===== src/rtl/icmp_encoder.sv =====
// ICMP echo-reply encoder: folds the reply checksum, emits the 8-byte header,
// then forwards the buffered payload from the decoder FIFO with underrun detection.
module icmp_encoder #(
    parameter int unsigned REQ_LEAD = 2,
    parameter int unsigned LEN_W    = 11
) (
    input  logic             clk,
    input  logic             rst,
    input  logic             start,
    input  logic [1:0]       in_type,
    input  logic [67:0]      hdr,
    input  logic [LEN_W-1:0] data_len,
    output logic             data_req,
    input  logic [7:0]       in_data,
    input  logic             in_data_vld,
    output logic [7:0]       out_data,
    output logic             out_data_vld,
    output logic             out_last,
    output logic             busy,
    output logic             err,
    output logic [7:0]       drop_cnt
);

    localparam int unsigned SUM_W   = 22;
    localparam int unsigned REQ_POS = 9 - REQ_LEAD;

    typedef enum logic [2:0] {IDLE, CALC1, CALC2, HDR, PAYLOAD} state_t;

    state_t           state, state_nx;
    logic [2:0]       idx, idx_nx;
    logic [LEN_W-1:0] cnt, cnt_nx, cnt_inc;
    logic [LEN_W-1:0] len_q;
    logic [7:0]       code_q;
    logic [15:0]      id_q, seq_q;
    logic [19:0]      dcs_q;
    logic [SUM_W-1:0] sum_q, sum_nx;
    logic [15:0]      csum_q, csum_nx;
    logic [16:0]      fold1;
    logic [15:0]      fold2;
    logic             lat;
    logic [2:0]       hdr_sel;
    logic [7:0]       hdr_byte;
    logic [7:0]       out_data_nx, drop_nx;
    logic             out_vld_nx, out_last_nx, busy_nx, err_nx, data_req_nx;
    logic             unused_type;

    // The request TYPE field is replaced by 0 in the reply and never read.
    assign unused_type = ^hdr[7:0];

    assign cnt_inc = cnt + LEN_W'(1);
    assign fold1   = 17'(sum_q[15:0]) + 17'(sum_q[21:16]);
    assign fold2   = fold1[15:0] + 16'(fold1[16]);
    assign hdr_sel = idx + 3'd1;

    // Header byte that follows the one currently on out_data.
    always_comb begin
        hdr_byte = 8'h00;
        case (hdr_sel)
            3'd1:    hdr_byte = code_q;
            3'd2:    hdr_byte = csum_q[15:8];
            3'd3:    hdr_byte = csum_q[7:0];
            3'd4:    hdr_byte = id_q[15:8];
            3'd5:    hdr_byte = id_q[7:0];
            3'd6:    hdr_byte = seq_q[15:8];
            3'd7:    hdr_byte = seq_q[7:0];
            default: hdr_byte = 8'h00;
        endcase
    end

    always_comb begin
        state_nx    = state;
        idx_nx      = idx;
        cnt_nx      = cnt;
        sum_nx      = sum_q;
        csum_nx     = csum_q;
        lat         = 1'b0;
        out_data_nx = 8'h00;
        out_vld_nx  = 1'b0;
        out_last_nx = 1'b0;
        err_nx      = 1'b0;
        data_req_nx = 1'b0;
        busy_nx     = busy;
        drop_nx     = drop_cnt;

        if (start && busy && drop_cnt != 8'hFF)
            drop_nx = drop_cnt + 8'd1;

        case (state)
            IDLE: begin
                if (start && in_type == 2'b01) begin
                    lat      = 1'b1;
                    busy_nx  = 1'b1;
                    state_nx = CALC1;
                end
            end
            CALC1: begin
                sum_nx   = SUM_W'(code_q) + SUM_W'(id_q) + SUM_W'(seq_q) + SUM_W'(dcs_q);
                state_nx = CALC2;
            end
            CALC2: begin
                csum_nx     = ~fold2;
                idx_nx      = 3'd0;
                out_vld_nx  = 1'b1;
                data_req_nx = (REQ_POS == 2) && (len_q != '0);
                state_nx    = HDR;
            end
            HDR, PAYLOAD: begin
                if (state == HDR && idx != 3'd7) begin
                    idx_nx      = idx + 3'd1;
                    out_data_nx = hdr_byte;
                    out_vld_nx  = 1'b1;
                    out_last_nx = (idx == 3'd6) && (len_q == '0);
                    data_req_nx = (len_q != '0) && (4'(idx) + 4'd3 == 4'(REQ_POS));
                end else if (out_last) begin
                    busy_nx  = 1'b0;
                    state_nx = IDLE;
                end else begin
                    // A missing byte closes the frame with a zero filler flagged as error.
                    out_vld_nx  = 1'b1;
                    state_nx    = PAYLOAD;
                    if (in_data_vld) begin
                        out_data_nx = in_data;
                        cnt_nx      = cnt_inc;
                        out_last_nx = (cnt_inc == len_q);
                    end else begin
                        out_last_nx = 1'b1;
                        err_nx      = 1'b1;
                    end
                end
            end
            default: begin
                busy_nx  = 1'b0;
                state_nx = IDLE;
            end
        endcase
    end

    always_ff @(posedge clk or posedge rst) begin
        if (rst) begin
            state        <= IDLE;
            idx          <= 3'd0;
            cnt          <= '0;
            len_q        <= '0;
            code_q       <= 8'h00;
            id_q         <= 16'h0000;
            seq_q        <= 16'h0000;
            dcs_q        <= 20'h00000;
            sum_q        <= '0;
            csum_q       <= 16'h0000;
            out_data     <= 8'h00;
            out_data_vld <= 1'b0;
            out_last     <= 1'b0;
            busy         <= 1'b0;
            err          <= 1'b0;
            data_req     <= 1'b0;
            drop_cnt     <= 8'h00;
        end else begin
            state        <= state_nx;
            idx          <= idx_nx;
            cnt          <= cnt_nx;
            sum_q        <= sum_nx;
            csum_q       <= csum_nx;
            out_data     <= out_data_nx;
            out_data_vld <= out_vld_nx;
            out_last     <= out_last_nx;
            busy         <= busy_nx;
            err          <= err_nx;
            data_req     <= data_req_nx;
            drop_cnt     <= drop_nx;
            if (lat) begin
                len_q  <= data_len;
                cnt    <= '0;
                seq_q  <= hdr[67:52];
                id_q   <= hdr[51:36];
                dcs_q  <= hdr[35:16];
                code_q <= hdr[15:8];
            end
        end
    end

endmodule

===== config.mk =====
export PLATFORM = sky130hd
export DESIGN_NAME = icmp_encoder
export DESIGN_NICKNAME = d
export VERILOG_FILES = /design/src/rtl/icmp_encoder.sv
export SDC_FILE = /design/constraint.sdc
export NUM_CORES = 1
export LEC_CHECK = 0
export BUFFER_PORTS_ARGS = -buffer_cell sky130_fd_sc_hd__buf_4
export CAP_MARGIN = 20
export CORE_MARGIN = 3
export CORE_UTILIZATION = 50
export CTS_BUF_LIST = sky130_fd_sc_hd__clkbuf_8
export DETAILED_ROUTE_END_ITERATION = 6
export GPL_TIMING_DRIVEN = 1
export PLACE_DENSITY = 0.69
export SLEW_MARGIN = 10
export SYNTH_ARGS = -nofsm -noshare
export SYNTH_HDL_FRONTEND = slang
export SYNTH_SLANG_ARGS = --single-unit

===== constraint.sdc =====
create_clock -name clk -period 5.8 [get_ports clk]
set_input_delay 0.29 -clock clk [delete_from_list [all_inputs] [get_ports clk]]
set_output_delay 0.29 -clock clk [all_outputs]
set_load 0.005 [all_outputs]

# Yosys cells after proc, flatten, opt, wreduce, memory -nomap -nowiden
# Index checks and enable logic that the tools add are counted.
[word_totals]
word_cells = 104
out_inout_bits = 21
register_bits = 147
input_bits = 93
[op_classes]
bitwise_logic = 2
n_addsub = 9
n_eq_ne = 23
muxes = 35
reduce_logical = 18
[ops]
columns = ["op", "count"]
rows = [
  ["8-bit one-hot mux with 7 select lines", 1],
  ["11-bit 2-to-1 mux", 5],
  ["8-bit 2-to-1 mux", 4],
  ["18-bit by 20-bit adder with 21-bit output", 1],
  ["17-bit by 16-bit adder with 18-bit output", 1],
  ["3-bit == test (second input constant)", 6],
  ["16-bit by 6-bit adder with 17-bit output", 1],
  ["8-bit by 16-bit adder with 17-bit output", 1],
  ["1-bit 2-to-1 mux", 17],
  ["16-bit by 1-bit adder with 16-bit output", 1],
  ["16-bit inverter", 1],
  ["3-bit by 2-bit == test with 1-bit output (second input constant)", 4],
  ["3-bit 2-to-1 mux", 4],
  ["3-bit one-hot mux with 4 select lines", 1],
  ["11-bit by 1-bit adder with 11-bit output (second input constant)", 1],
  ["11-bit == test", 1],
  ["11-bit logical NOT", 1],
  ["11-bit nonzero test", 1],
  ["2-bit != test (second input constant)", 5],
  ["8-bit by 1-bit adder with 8-bit output (second input constant)", 1],
  ["8-bit != test (second input constant)", 1],
  ["4-bit AND reduction", 2],
  ["3-bit by 1-bit == test with 1-bit output (second input constant)", 2],
  ["1-bit logical AND", 6],
  ["14 further kinds", 18],
]

# Longest topological paths before layout
# Gate-level depths: netlist of the first run.
[depth]
ltp_word = 6
mapped_depth = 16
ltp_nobuf = 16

# Least setup slack after synthesis of the first run
# No wires, ideal clock.
[synth_path]
kind = "reg-to-reg"
start = "register code_q[2]"
end = "register sum_q[16]"
required_time_ns = 5.664
path_slack_ns = 2.377
n_path_buf = 0
arrival_time_ns = 3.287
synth_period_minus_slack_ns = 3.423
setup_time_ns = 0.136
path_stages_with_launch = 14
cell_sequence = "dfrtp_1 > inv_1 > fa_1 > fa_1 > inv_1 > ha_1 > a21o_1 > a21o_1 > a2111oi_0 > o21ai_0 > a31oi_1 > o21ai_0 > xnor2_1 > o21ai_0"
[synth_via]
elab_chain_cells = 3
[synth_lines]
columns = ["item", "line_no", "text"]
rows = [
  ["start, declared", "33", "logic [7:0] code_q;"],
  ["start signal, assigned", "176", "code_q <= hdr[15:8];"],
  ["8-bit by 16-bit adder with 17-bit output", "97", "sum_nx = SUM_W'(code_q) + SUM_W'(id_q) + SUM_W'(seq_q) + SUM_W'(dcs_q);"],
  ["17-bit by 16-bit adder with 18-bit output", "97", ""],
  ["18-bit by 20-bit adder with 21-bit output", "97", ""],
  ["end signal, assigned", "161", "sum_q <= sum_nx;"],
  ["end, declared", "36", "logic [SUM_W-1:0] sum_q, sum_nx;"],
]
# No other way between the ends.
# A chain may end at the register's enable or synchronous reset.

# Worst setup path in the final report of the first run
[layout_path]
start = "register sum_q[16]"
end = "register csum_q[12]"
[layout_via]
elab_chain_cells = 3
[layout_lines]
columns = ["item", "line_no", "text"]
rows = [
  ["16-bit by 6-bit adder with 17-bit output", "51", "assign fold1 = 17'(sum_q[15:0]) + 17'(sum_q[21:16]);"],
  ["16-bit by 1-bit adder with 16-bit output", "52", "assign fold2 = fold1[15:0] + 16'(fold1[16]);"],
  ["16-bit inverter", "101", "csum_nx = ~fold2;"],
  ["end signal, assigned", "162", "csum_q <= csum_nx;"],
  ["end, declared", "37", "logic [15:0] csum_q, csum_nx;"],
]
# No other way between the ends.

==> results.ini, run 1 <==
[detailed_routing]
ant_nets = 0
routedWlPerCell_um = 17.3
first_pass_iters = 5
wl_um = 20400
vias = 6532
drc = 0
drt_iter0_drc = 479
drt-vias-per-instance = 5.54

[sta]
tns_ps = 0
hold_violations = 0
setup_viol = 0
max_freq_mhz = 249
fin_crit_ps = 4010
relSlewSlack_pct = 39.0
fin_worst_skew_ps = 9.47
period_share_pct = 69.2
worstMarginPinSlew_ps = 915
maxSlewViolCount = 0
rsz0062_at_grt = no
worst_slack_ps = 1790

[worst_hold_path]
worstHoldStart = hdr[63]
worstHoldPathCells = 2
worstHoldEndpoint = seq_q[11]
hold_path_class = primary input to flip-flop

[critical_path]
rr_endpoint = csum_q[12]
crit-reg2reg-launch = sum_q[16]
cp-end-kind = flip-flop
rr_worst_depth = 15
cp_data_arrival_time_ps = 4330
r2r_slack_ps = 1790
cp-start-kind = flip-flop
crit_fanout = 6
criticalPathCategory = flip-flop to flip-flop
cp.required_ps = 6110

[grt]
grt_pass1_vias = 6335
grt_util_met1_pct = 32.6
grt_overflow = 0
grt_pass1_wl_um = 33500
busiest_layer = met1
met3_usage_pct = 4.97
grtUsageTotal_pct = 21.8
grt_start_max_net_pins = 79
use_met2_pct = 32.3
grt_antenna_before_repair = 0

[logic_synthesis]
synth_edf_count = 0
syn_nets = 1016
synthCells = 854
synth_area_um2 = 8750
synth_top_cell_area_share_pct = 41.7
synth_commonest_cells = dfrtp_1 (146), mux2_2 (76), inv_1 (73), o21ai_0 (69), nand2_1 (67)
ys_top_cells_by_area = dfrtp_1 (42%), mux2_2 (9.8%), ha_1 (6.3%)
ys_seq_elements = 146
ys_warn_count = 0
synthDistinctLibCells = 61
syn_area_per_cell_um2 = 10.2
synth_most_common_cell = dfrtp_1
async_flop_share_pct = 100
ys_seq_area_share_pct = 41.7
synth_flop_cell = dfrtp_1
synth.largest_area_cell = dfrtp_1

[floorplanning]
ioPinCount = 114
die_area_um2 = 19100
rows = 47
initial_utilization_pct = 51.9
dieHeight_um = 138
fp.coreArea_um2 = 16900
die_w_um = 138

[run_status]
status = finished clean

[clock_tree]
ctsRootBufferMaster = clkbuf_8
clk_latency_ps = 470
clock-sinks = 146
htreeDepth = 4
clk_pin_slew_worst_paths_ps = 80
cts_made_buffers = 17
cts_tree = built
clock_path_buffers = 2

[cells_and_area]
layout.cells.non_filler = 1178
areaGrowthSynthToFinish_pct = 16.0
diodes = 0
final_nets = 1107
fillCellCount = 1412
layout-drive-gt1-share_pct = 23.9

[place]
dp_hpwl_um = 15400
gp_congestion = 0.873
placed_cells = 1145
port-buffer-count = 105
dp_slack_ps = 1810

[job]
cap_viol_max_count = 0

[per-layer routing]
layer	routed length (µm)	part of all wire, %
met1	9900	49
met2	9100	45
met3	1110	5.4
met4	267	1.3
met5	0	0
[cells in the final DEF, fill, tap and decap left out, types with 3 or more instances in the layout]
master | synthesis | layout
a211oi_1 | 3 | 3
a21o_1 | 6 | 6
a21oi_1 | 32 | 32
a222oi_1 | 8 | 8
a22o_1 | 20 | 20
a31oi_1 | 5 | 5
and2_1 | 7 | 7
and3_1 | 11 | 11
buf_4 | 1 | 109
bufinv_16 | 0 | 3
clkbuf_8 | 0 | 21
clkinvlp_4 | 0 | 3
dfrtp_1 | 146 | 146
fa_1 | 25 | 25
ha_1 | 44 | 44
inv_1 | 73 | 72
inv_6 | 0 | 4
mux2_2 | 76 | 76
nand2_1 | 67 | 67
nand2b_1 | 8 | 8
nand3_1 | 31 | 31
nand3b_1 | 4 | 4
nand4_1 | 5 | 5
nor2_1 | 33 | 33
nor2b_1 | 11 | 11
nor3_1 | 8 | 8
nor4_1 | 5 | 5
o2111ai_1 | 6 | 6
o21ai_0 | 69 | 69
o21ai_1 | 9 | 9
o31ai_1 | 3 | 3
o41ai_1 | 3 | 3
or2_2 | 3 | 3
xnor2_1 | 32 | 32
xor2_1 | 27 | 27
[worst max path at each step]
stage	startpoint	end
5_1_grt	sum_q[16]	csum_q[15]
6_report	sum_q[16]	csum_q[12]
3_3_place_gp	code_q[2]	sum_q[18]
3_5_place_dp	code_q[2]	sum_q[18]
2_1_floorplan	rst	busy
4_1_cts	code_q[2]	sum_q[18]
[worst max-delay path: stages, from the launching register on]
cell and delay [ps]:
dfrtp_1 390, ha_1 200, inv_1 60, fa_1 390, nand2b_1 190, a21oi_1 430
o21ai_0 260, nor3_1 340, ha_1 220, ha_1 170, and4b_1 260, nand3_2 110
or2_4 270, nor4b_4 330, xnor2_1 170, o21ai_1 70
[per-stage QoR]
step | utilization, % | area, µm² | hold WS (ps)
final | 60.1 | 10200 | 48.7
after global routing | 60.1 | 10200 | 36.5
after CTS | 60.1 | 10200 | 33.4
after detailed placement | 57.5 | 9700 | 452
after global placement | 57.5 | 9700 | 452
after floorplan | - | 8750 | 432
[cell type report]
class / instances / area [µm²] / share of cell area, %
multi-input combinational: 596 / 4670 / 46.0
clock buffer: 21 / 289 / 2.85
sequential: 146 / 3650 / 36.0
tap: 220 / 275 / 2.71
timing repair buffer: 110 / 828 / 8.16
inverter: 74 / 283 / 2.79
clock inverter: 11 / 149 / 1.47
[kinds of logic after synthesis]
logic type                 share of synthesized area (%)
AOI/OAI and AO/OA                                   13.8
xor gates and xnor gates                            5.90
adders and majority gates                           12.0
buffers and inverters                               4.86
DFF                                                 41.7
muxes                                               9.89
and+or+nand+nor                                     11.8
[sequential cells by signal, indices dropped and copies added (netlist names), 3 cells and up]
register	count
sum_q	21
dcs_q	20
csum_q	16
id_q	16
seq_q	16
cnt	11
len_q	11
code_q	8
drop_cnt	8
out_data	8
idx	3
state	3
[timing repair]
item,4_1_cts,5_1_grt
buffers inserted,0,0
resized for setup,0,0
hold buffers,1,0
endpoints found under the hold margin,77,0
Power of run 1 is not shown: default switching activity piles up to over one toggle a cycle in this logic, so the estimate is an artifact.
==> run 2, diff against run 1 <==
==> constraint.sdc (replaced) <==
create_clock -name clk -period 3.9 [get_ports clk]
set_input_delay 0.195 -clock clk [delete_from_list [all_inputs] [get_ports clk]]
set_output_delay 0.195 -clock clk [all_outputs]
set_load 0.005 [all_outputs]
==> results.ini, run 2 (synthesis gave the netlist of run 1 again) <==
[clock_tree]
post_cts_buffers = 0  ; unchanged
clock-sinks = 146  ; unchanged
clk_latency_ps = 470  ; about the same
clk_pin_slew_worst_paths_ps = 90  ; was 80 ps
clock_path_buffers = 2  ; unchanged
ctsRootBufferMaster = clkbuf_8  ; unchanged
cts_made_buffers = 17  ; unchanged
cts_tree = built  ; unchanged
htreeDepth = 4  ; unchanged

[grt]
grtUsageTotal_pct = 23.8  ; was 21.8%
grt_start_max_net_pins = 56  ; was 79
grt_pass1_vias = 6888  ; was 6,335
met3_usage_pct = 4.83  ; was 4.97%
busiest_layer = met2  ; was met1
grt_util_met1_pct = 33.7  ; was 32.6%
grt_overflow = 0  ; unchanged
use_met2_pct = 37.6  ; was 32.3%
grt_pass1_wl_um = 36400  ; was 33,500 µm
grt_antenna_before_repair = 0  ; unchanged

[place]
gp_congestion = 0.867  ; was 0.873
placed_cells = 1156  ; was 1,145
port-buffer-count = 105  ; unchanged
dp_slack_ps = 172  ; was 1810 ps
dp_hpwl_um = 15900  ; was 15,400 µm

[cells_and_area]
regMostFlops = sum_q  ; unchanged
layout-drive-gt1-share_pct = 23.3  ; was 23.9%
reg.largest.list = sum_q: 21 flops, dcs_q: 20 flops  ; unchanged
final_common_cell = dfrtp_1  ; unchanged
layout.cells.non_filler = 1270  ; was 1,178
final_nets = 1199  ; was 1,107
layout_common_cells = dfrtp_1 (146), buf_4 (119), dlygate4sd3_1 (81)  ; was dfrtp_1 (146), buf_4 (109), mux2_2 (76)
largest_reg_flops = 21  ; unchanged
finish.utilization_pct = 65.4  ; was 60.1%
diodes = 0  ; unchanged
areaGrowthSynthToFinish_pct = 26.2  ; was 16.0%

[detailed_routing]
vias = 6937  ; was 6,532
first_pass_iters = 5  ; unchanged
routedWlPerCell_um = 17.6  ; was 17.3 µm
wl_um = 22400  ; was 20,400 µm
ant_nets = 0  ; unchanged
drt-vias-per-instance = 5.46  ; was 5.54
drc = 0  ; unchanged
drt_iter0_drc = 478  ; was 479

[run_status]
status = finished clean  ; unchanged

[sta]
worstMarginPinSlew_ps = 865  ; was 915 ps
setup_viol = 0  ; unchanged
period_share_pct = 94.7  ; was 69.2%
hold_violations = 0  ; unchanged
fin_crit_ps = 3690  ; was 4010 ps
relSlewSlack_pct = 42.2  ; was 39.0%
max_freq_mhz = 271  ; was 249 MHz
fin_worst_skew_ps = 16.1  ; was 9.47 ps
worst_slack_ps = 207  ; was 1790 ps
hold_ws_ps = 202  ; was 48.7 ps
maxSlewViolCount = 0  ; unchanged
tns_ps = 0  ; unchanged

[floorplanning]
die_area_um2 = 19100  ; unchanged
ioPinCount = 114  ; unchanged
fp.coreArea_um2 = 16900  ; unchanged
die_w_um = 138  ; unchanged
rows = 47  ; unchanged
dieHeight_um = 138  ; unchanged
initial_utilization_pct = 51.9  ; unchanged

[critical_path]
criticalPathCategory = flip-flop to flip-flop  ; unchanged
crit_fanout = 3  ; was 6
cp.required_ps = 4250  ; was 6110 ps
cp-end-kind = flip-flop  ; unchanged
crit-reg2reg-launch = code_q[2]  ; was sum_q[16]
rr_worst_depth = 13  ; was 15
cp_data_arrival_time_ps = 4040  ; was 4330 ps
r2r_slack_ps = 210  ; was 1790 ps
cp-start-kind = flip-flop  ; unchanged
rr_endpoint = sum_q[14]  ; was csum_q[12]

[worst_hold_path]
hold_path_class = primary input to flip-flop  ; unchanged
worstHoldStart = start  ; was hdr[63]
worstHoldEndpoint = drop_cnt[0]  ; was seq_q[11]
worstHoldPathCells = 4  ; was 2

[power_and_ir_drop]
p_leak_nw = 5.14
p_per_area_nw_per_um2 = 1010
ir_drop_mv = 0.716

[job]
cap_viol_max_count = 0  ; unchanged

==> run 2: cell types whose count changed in the layout (fill, tap and decap cells not counted), sizes merged, moves of 2 or more <==
cell | before | now
buf | 109 | 121
clkbuf | 21 | 18
clkinv | 2 | 5
clkinvlp | 3 | 5
dlygate4sd3 | 1 | 81
==> run 2: per-layer routing <==
| metal | vias up | routed length [µm] |
|---|---|---|
| met5 | - | 0 |
| met4 | 0 | 394 |
| met3 | 26 | 1230 |
| met2 | 217 | 10600 |
| met1 | 3354 | 10200 |
| li1 | 3340 | - |
==> run 2: timing repair <==
item | in CTS | in global routing
hold endpoints to repair | 111 | 0
endpoints found under the setup margin | 0 | 8
hold buffers | 81 | 0
gates resized for setup | 0 | 7
==> run 2: stage by stage <==
| step | cell area, µm² | power, mW |
|---|---|---|
| final | 11000 | 11.1 |
| after CTS | 11000 | 11.0 |
| after global placement | 9800 | 9.47 |
| after floorplan | 8760 | 7.78 |
| after global routing | 11000 | 12.2 |
| after detailed placement | 9800 | 9.63 |
==> run 2: cell type report <==
cell class	count	area [µm²]
clock buffers	18	248
clock inverters	14	155
fillers	1322	5830
inverters	74	282
multi-input cells	596	4690
flip-flops and latches	146	3650
well taps	220	275
repair buffers	202	1740
==> run 2: power by group <==
part	total [mW]	internal [mW]	switching [mW]	leakage, nW
Sequential	2.87	2.19	0.688	1.83
Combinational	7.02	3.20	3.82	3.12
Clock	1.21	0.592	0.622	0.194
Total	11.1	5.98	5.13	5.14
==> run 2: worst max path at each step <==
stage	from	endpoint	slack, ps	cells past startpoint
detailed placement	code_q[2]	sum_q[16]	170	14
finish	code_q[2]	sum_q[14]	210	13
floorplan	code_q[2]	sum_q[16]	480	13
global placement	code_q[2]	sum_q[16]	200	14
CTS	code_q[2]	sum_q[16]	140	14
global route	code_q[2]	sum_q[16]	-10	14
==> run 2: critical path, cell delays in order, from the launching register on <==
cell and delay (ps):
dfrtp_1 370, inv_1 70, fa_1 510, fa_1 580, inv_1 60, ha_1 280, a21o_1 150, a21o_1 210
a2111oi_2 390, buf_4 170, o21ai_0 140, a31oi_1 290, xnor2_1 100, mux2_2 260
Note: power is estimated with default switching activity, not from simulation.
